--- config.mk ---
export PLATFORM = sky130hd
export DESIGN_NAME = synth_cmd_fifo
export DESIGN_NICKNAME = d
export VERILOG_FILES = /design/src/rtl/synth_cmd_fifo_pkg.sv /design/src/rtl/synth_cmd_fifo.sv
export SDC_FILE = /design/constraint.sdc
export NUM_CORES = 1
export LEC_CHECK = 0
export ABC_AREA = 0
export CAP_MARGIN = 25
export CORE_UTILIZATION = 40
export CTS_CLUSTER_DIAMETER = 120
export CTS_CLUSTER_SIZE = 20
export DETAILED_ROUTE_END_ITERATION = 8
export PLACE_DENSITY = 0.53
export SETUP_SLACK_MARGIN = 0.3
export SLEW_MARGIN = 20
export SYNTH_ARGS = -nofsm -noshare
export SYNTH_HDL_FRONTEND = slang
export SYNTH_SLANG_ARGS = --single-unit
--- constraint.sdc ---
create_clock -name clk -period 3.4 [get_ports clk]
set_clock_uncertainty 0.15 [all_clocks]
set_input_delay 0.34 -clock clk [delete_from_list [all_inputs] [get_ports clk]]
set_output_delay 0.34 -clock clk [all_outputs]
set_load 0.03 [all_outputs]
--- src/rtl/synth_cmd_fifo_pkg.sv ---
// Shared constants and the command entry type for the synth command FIFO.
package synth_cmd_fifo_pkg;

    localparam int CTRL_W        = 8;
    localparam int DATA_W        = 8;
    localparam int CMD_W         = CTRL_W + DATA_W;
    localparam int DEFAULT_DEPTH = 16;

    // One stored command: control byte in the upper half, data byte in the lower half.
    typedef struct packed {
        logic [CTRL_W-1:0] ctrl;
        logic [DATA_W-1:0] data;
    } cmd_t;

endpackage : synth_cmd_fifo_pkg

--- src/rtl/synth_cmd_fifo.sv ---
// First-word-fall-through command FIFO between synth_arb and its consumer.
// The head entry is read combinationally from the register array so that it
// is presented with no read latency; occupancy is tracked by a registered
// count from which full/empty are derived.
module synth_cmd_fifo
    import synth_cmd_fifo_pkg::*;
#(
    parameter int DEPTH  = DEFAULT_DEPTH,
    parameter int ADDR_W = 4
) (
    input  logic              clk,
    input  logic              reset,
    input  logic              wr_en,
    input  logic [CTRL_W-1:0] synth_ctrl,
    input  logic [DATA_W-1:0] synth_data,
    output logic              fifo_full,
    input  logic              rd_en,
    output logic [CTRL_W-1:0] rd_ctrl,
    output logic [DATA_W-1:0] rd_data,
    output logic              fifo_empty,
    output logic [ADDR_W:0]   fifo_count,
    output logic              overflow,
    output logic              underflow,
    input  logic              clr_err
);

    localparam logic [ADDR_W:0] FULL_COUNT = (ADDR_W + 1)'(DEPTH);

    // Storage is never reset; stale contents are unreachable once the
    // pointers and count return to zero.
    cmd_t              r_mem [DEPTH];
    logic [ADDR_W-1:0] r_wr_ptr;
    logic [ADDR_W-1:0] r_rd_ptr;
    logic [ADDR_W:0]   r_count;
    logic              r_overflow;
    logic              r_underflow;

    logic              w_full;
    logic              w_empty;
    logic              w_rd_accept;
    logic              w_wr_accept;
    logic              w_ovf_event;
    logic              w_unf_event;
    cmd_t              w_head;
    cmd_t              w_wr_entry;

    // Handshake qualification: a write into a full FIFO is still accepted when
    // a read frees the head slot on the same edge.
    always_comb begin
        w_full      = (r_count == FULL_COUNT);
        w_empty     = (r_count == '0);
        w_rd_accept = rd_en && !w_empty;
        w_wr_accept = wr_en && (!w_full || w_rd_accept);
        w_ovf_event = wr_en && !w_wr_accept;
        w_unf_event = rd_en && w_empty;
        w_wr_entry  = '{ctrl: synth_ctrl, data: synth_data};
        w_head      = r_mem[r_rd_ptr];
    end

    // Write port of the register array.
    always_ff @(posedge clk) begin
        if (w_wr_accept) begin
            r_mem[r_wr_ptr] <= w_wr_entry;
        end
    end

    // Pointers and occupancy; pointers wrap naturally at ADDR_W bits.
    always_ff @(posedge clk or posedge reset) begin
        if (reset) begin
            r_wr_ptr <= '0;
            r_rd_ptr <= '0;
            r_count  <= '0;
        end else begin
            if (w_wr_accept) begin
                r_wr_ptr <= r_wr_ptr + 1'b1;
            end
            if (w_rd_accept) begin
                r_rd_ptr <= r_rd_ptr + 1'b1;
            end
            case ({w_wr_accept, w_rd_accept})
                2'b10:   r_count <= r_count + 1'b1;
                2'b01:   r_count <= r_count - 1'b1;
                default: r_count <= r_count;
            endcase
        end
    end

    // Sticky error flags; a fresh error event beats a simultaneous clear.
    always_ff @(posedge clk or posedge reset) begin
        if (reset) begin
            r_overflow  <= 1'b0;
            r_underflow <= 1'b0;
        end else begin
            if (w_ovf_event) begin
                r_overflow <= 1'b1;
            end else if (clr_err) begin
                r_overflow <= 1'b0;
            end
            if (w_unf_event) begin
                r_underflow <= 1'b1;
            end else if (clr_err) begin
                r_underflow <= 1'b0;
            end
        end
    end

    // Outputs: head entry falls through, forced to zero while empty.
    always_comb begin
        fifo_full  = w_full;
        fifo_empty = w_empty;
        fifo_count = r_count;
        overflow   = r_overflow;
        underflow  = r_underflow;
        rd_ctrl    = w_empty ? '0 : w_head.ctrl;
        rd_data    = w_empty ? '0 : w_head.data;
    end

endmodule : synth_cmd_fifo

==> impl_summary.log <==
[metrics] result of the run: complete, but fails checks
[metrics] failing checks: DRC
[metrics] unique cell type count in the Yosys netlist: 33
[metrics] wire length of the first global-routing pass: about 35000 um
[metrics] maximum fanout encountered on the critical timing path: 9
[metrics] period utilization: 0.907
[metrics] sort of element at the start of the critical path: register
[metrics] placed inst area: around 12000 um2
[metrics] most common cell after layout, fill and taps aside: edfxtp_1
[metrics] hold violation count in the final report: 0
[metrics] post-DR vias/cell: 5.49
[metrics] CTS clock-pin slew for the worst setup and hold paths: 0.09 ns
[metrics] grt ovf: 0
[metrics] Placeable Area: 26200 um2
[metrics] Slew HR: 0.589
[metrics] setup violation total in the final timing report: 0
[metrics] setup repair after global routing missed its margin: true
[metrics] number of routed nets with antenna violations: 0
[metrics] total wirelength of the detailed-routed design: between 20000 and 25000 um
[metrics] First-pass DRT Iterations: 6
[metrics] dominant cell type by area after synthesis: edfxtp_1
[metrics] endpoint required time on the critical path: around 2.9 ns
[metrics] number of buffers added by the clock tree synthesis step: 17
[metrics] Die Area: 27500 um2
[metrics] total I/O pin count: 46
[metrics] total of max-cap violations: 0
[metrics] average instance area after synthesis: 20.9 um2
[metrics] core utilization of the finished layout: 0.476
[metrics] Vias: 5169
[metrics] PortBufs: 45
[metrics] final-report max-slew violation count: 0
[metrics] Clock H-tree levels: 1
[metrics] CTS tree: built
[metrics] number of antenna violations at the first check in global routing: 0
[metrics] final total power: 10.4 mW
[metrics] actual transition at the worst max-transition pin: 0.615 ns
[metrics] number of buffers added to fix hold violations after cts: 0
[metrics] RePlAce Congestion: 0.757
[metrics] fmax: 324 MHz
[metrics] endpoint kind of the worst setup timing path: primary output
[metrics] relative area change from synthesis to final layout: 16.2%
[metrics] placed wire-length estimate after detailed placement: roughly 13000 um
[metrics] root buffer selected by CTS: clkbuf_16
[metrics] final sum of negative setup slack: 0 ns
[metrics] sequential-to-total area share from yosys stat: 0.751
[metrics] synthesized cell area: 10700 um2
[metrics] instance count of the mapped netlist: 514
[metrics] area fraction of the dominant cell type after synthesis: 0.716
[metrics] most frequent cells in the layout: 256 x edfxtp_1, 64 x mux4_2, 34 x buf_4, 28 x clkdlybuf4s50_1
[metrics] die width: 166 um
[metrics] Filler Cells Inserted: roughly 2200
[metrics] share of post-route cells with drive strength above 1: 0.292
[metrics] post-route cell area: 12500 um2
[metrics] nets@finish: approximately 630
[metrics] DRC viols: 11
[metrics] total routing resource utilization after global routing: 0.175
[metrics] minimum clock period: 3.08 ns
[metrics] number of antenna diodes: 0
[metrics] number of global-route vias before repair: around 5400
[metrics] Yosys Warn Count: 0
[metrics] leakage power: 4.09 nW
[metrics] FF+latch count, synth: 271
[metrics] power density of the placed cells: ~830 nW/um2
[metrics] Iter 0 DRT Violations: 399
[metrics] syn_nets: about 540
[metrics] critical setup path kind: register to primary output
[metrics] clock sink count: around 270
[metrics] minimum setup slack in the final design: 0.316 ns
[metrics] biggest area contributors in the synthesized netlist: edfxtp_1 72%, mux4_2 13%, dfrtp_1 3.5%
[metrics] WP data arrival: 2.59 ns
[metrics] pin count of the biggest net entering global routing: 28
[metrics] starting utilization of the core area: 0.410
[metrics] Row Count: 59
[metrics] height of the chip: 166 um
[metrics] routed length per placed instance: about 25 um
[metrics] Max clock buf depth: 3
[metrics] Peak supply drop: between 0.6 and 0.7 mV
[metrics] worst setup slack before clock tree synthesis: about 0.38 ns
[metrics] class of the most critical hold timing path: input port to async pin
[metrics] source-to-sink clock delay at the later pin of the worst-skew pair: 0.50 ns
-- worst paths after layout --
| path | start | endpoint | slack (ns) | depth (start not counted) |
|---|---|---|---|---|
| hold reg to reg | underflow$_DFFE_PP0P_ | underflow$_DFFE_PP0P_ | 0.38 | 2 |
| hold / removal | reset | r_rd_ptr[1]$_DFFE_PP0P_ | 0.06 | 2 |
| min in group clk | clr_err | overflow$_DFFE_PP0P_ | 0.30 | 2 |
| setup reg to reg | fifo_count[0]$_DFFE_PP0P_ | r_mem[7][13]$_DFFE_PP_ | 0.63 | 5 |
| max in group asynchronous | reset | r_rd_ptr[3]$_DFFE_PP0P_ | 2.59 | 2 |
| setup / recovery | r_rd_ptr[1]$_DFFE_PP0P_ | rd_ctrl[3] | 0.32 | 8 |
-- Yosys cell counts --
| cell | number |
|---|---|
| a2111o_1 | 1 |
| buf_2 | 14 |
| o32ai_1 | 1 |
| dfrtp_1 | 15 |
| a21oi_1 | 18 |
| buf_1 | 2 |
| a21o_2 | 1 |
| xor2_1 | 1 |
| xnor2_1 | 8 |
| o31a_1 | 1 |
| nand4_1 | 1 |
| o211ai_1 | 2 |
| nand2b_1 | 3 |
| buf_4 | 2 |
| fa_1 | 1 |
| mux2_2 | 19 |
| nor4_1 | 5 |
| nand2_1 | 4 |
| nand3_1 | 5 |
| nor2_1 | 7 |
| or4_1 | 1 |
| ha_1 | 8 |
| o21ai_0 | 19 |
| and2_1 | 9 |
| o2bb2ai_2 | 1 |
| edfxtp_1 | 256 |
| o21a_1 | 1 |
| nor3b_1 | 2 |
| inv_1 | 14 |
| mux2i_1 | 18 |
| mux4_2 | 64 |
| clkbuf_1 | 9 |
| o21ai_1 | 1 |
-- final cells by class --
class	count	area [um2]	share of cell area
Sequential cell	271	8070	0.647
Multi-Input combinational cell	202	2550	0.204
Timing Repair Buffer	90	901	0.0722
Clock buffer	28	467	0.0374
Tap cell	335	419	0.0336
Inverter	14	52.6	0.00421
Clock inverter	2	20.0	0.00160
-- worst max-delay path, stage by stage, from the launching register on --
cell,delay (ns)
dfrtp_4,0.56
buf_4,0.17
buf_12,0.12
buf_16,0.14
mux4_2,0.41
mux2_2,0.26
o21ai_0,0.14
a21oi_1,0.08
buf_4,0.19
-- sequential cells by signal, summed over array words and instances (netlist names) --
signal / count
fifo_count: 5
overflow: 1
r_mem: 256
r_rd_ptr: 4
r_wr_ptr: 4
underflow: 1
-- per-stage QoR --
step / std cells / hold WS (ns)
after floorplan: 514 / 0.0915
after global placement: 896 / 0.371
after global routing: 942 / 0.152
final: 942 / 0.0597
after detailed placement: 896 / 0.369
after CTS: 933 / 0.0895
-- kinds of logic (layout without fill, tap and decap cells) --
family                   Yosys count  in the layout  share of synthesized area
AND/OR/NAND/NOR                   37             37                     0.0188
buffers and inverters             41            134                     0.0167
AO/OA/AOI/OAI                     46             46                     0.0247
flip-flops                       271            271                      0.751
XOR/XNOR                           9              9                    0.00734
adder cells (fa/ha/maj)            9              9                     0.0112
multiplexers                     101            101                      0.171
-- metal layers --
metal  vias up  global-route usage  share of wire
met1      2740               0.240           0.44
met5         -                   0              0
met2       136               0.294           0.49
met4         0              0.0528          0.026
met3        42              0.0248          0.046
li1       2251                   -              -
-- where the power goes --
part	internal [mW]	switching, mW	total (mW)
clock network	0.959	1.07	2.03
logic	1.90	2.15	4.05
registers	4.05	0.260	4.31
total	6.91	3.48	10.4
-- timing repair --
action,in CTS,in global routing
gates resized for setup,58,24
hold endpoints to repair,0,0
gates cloned,1,0
setup buffers,6,9
setup endpoints to repair,17,15
(Power assumes the default switching activity.)
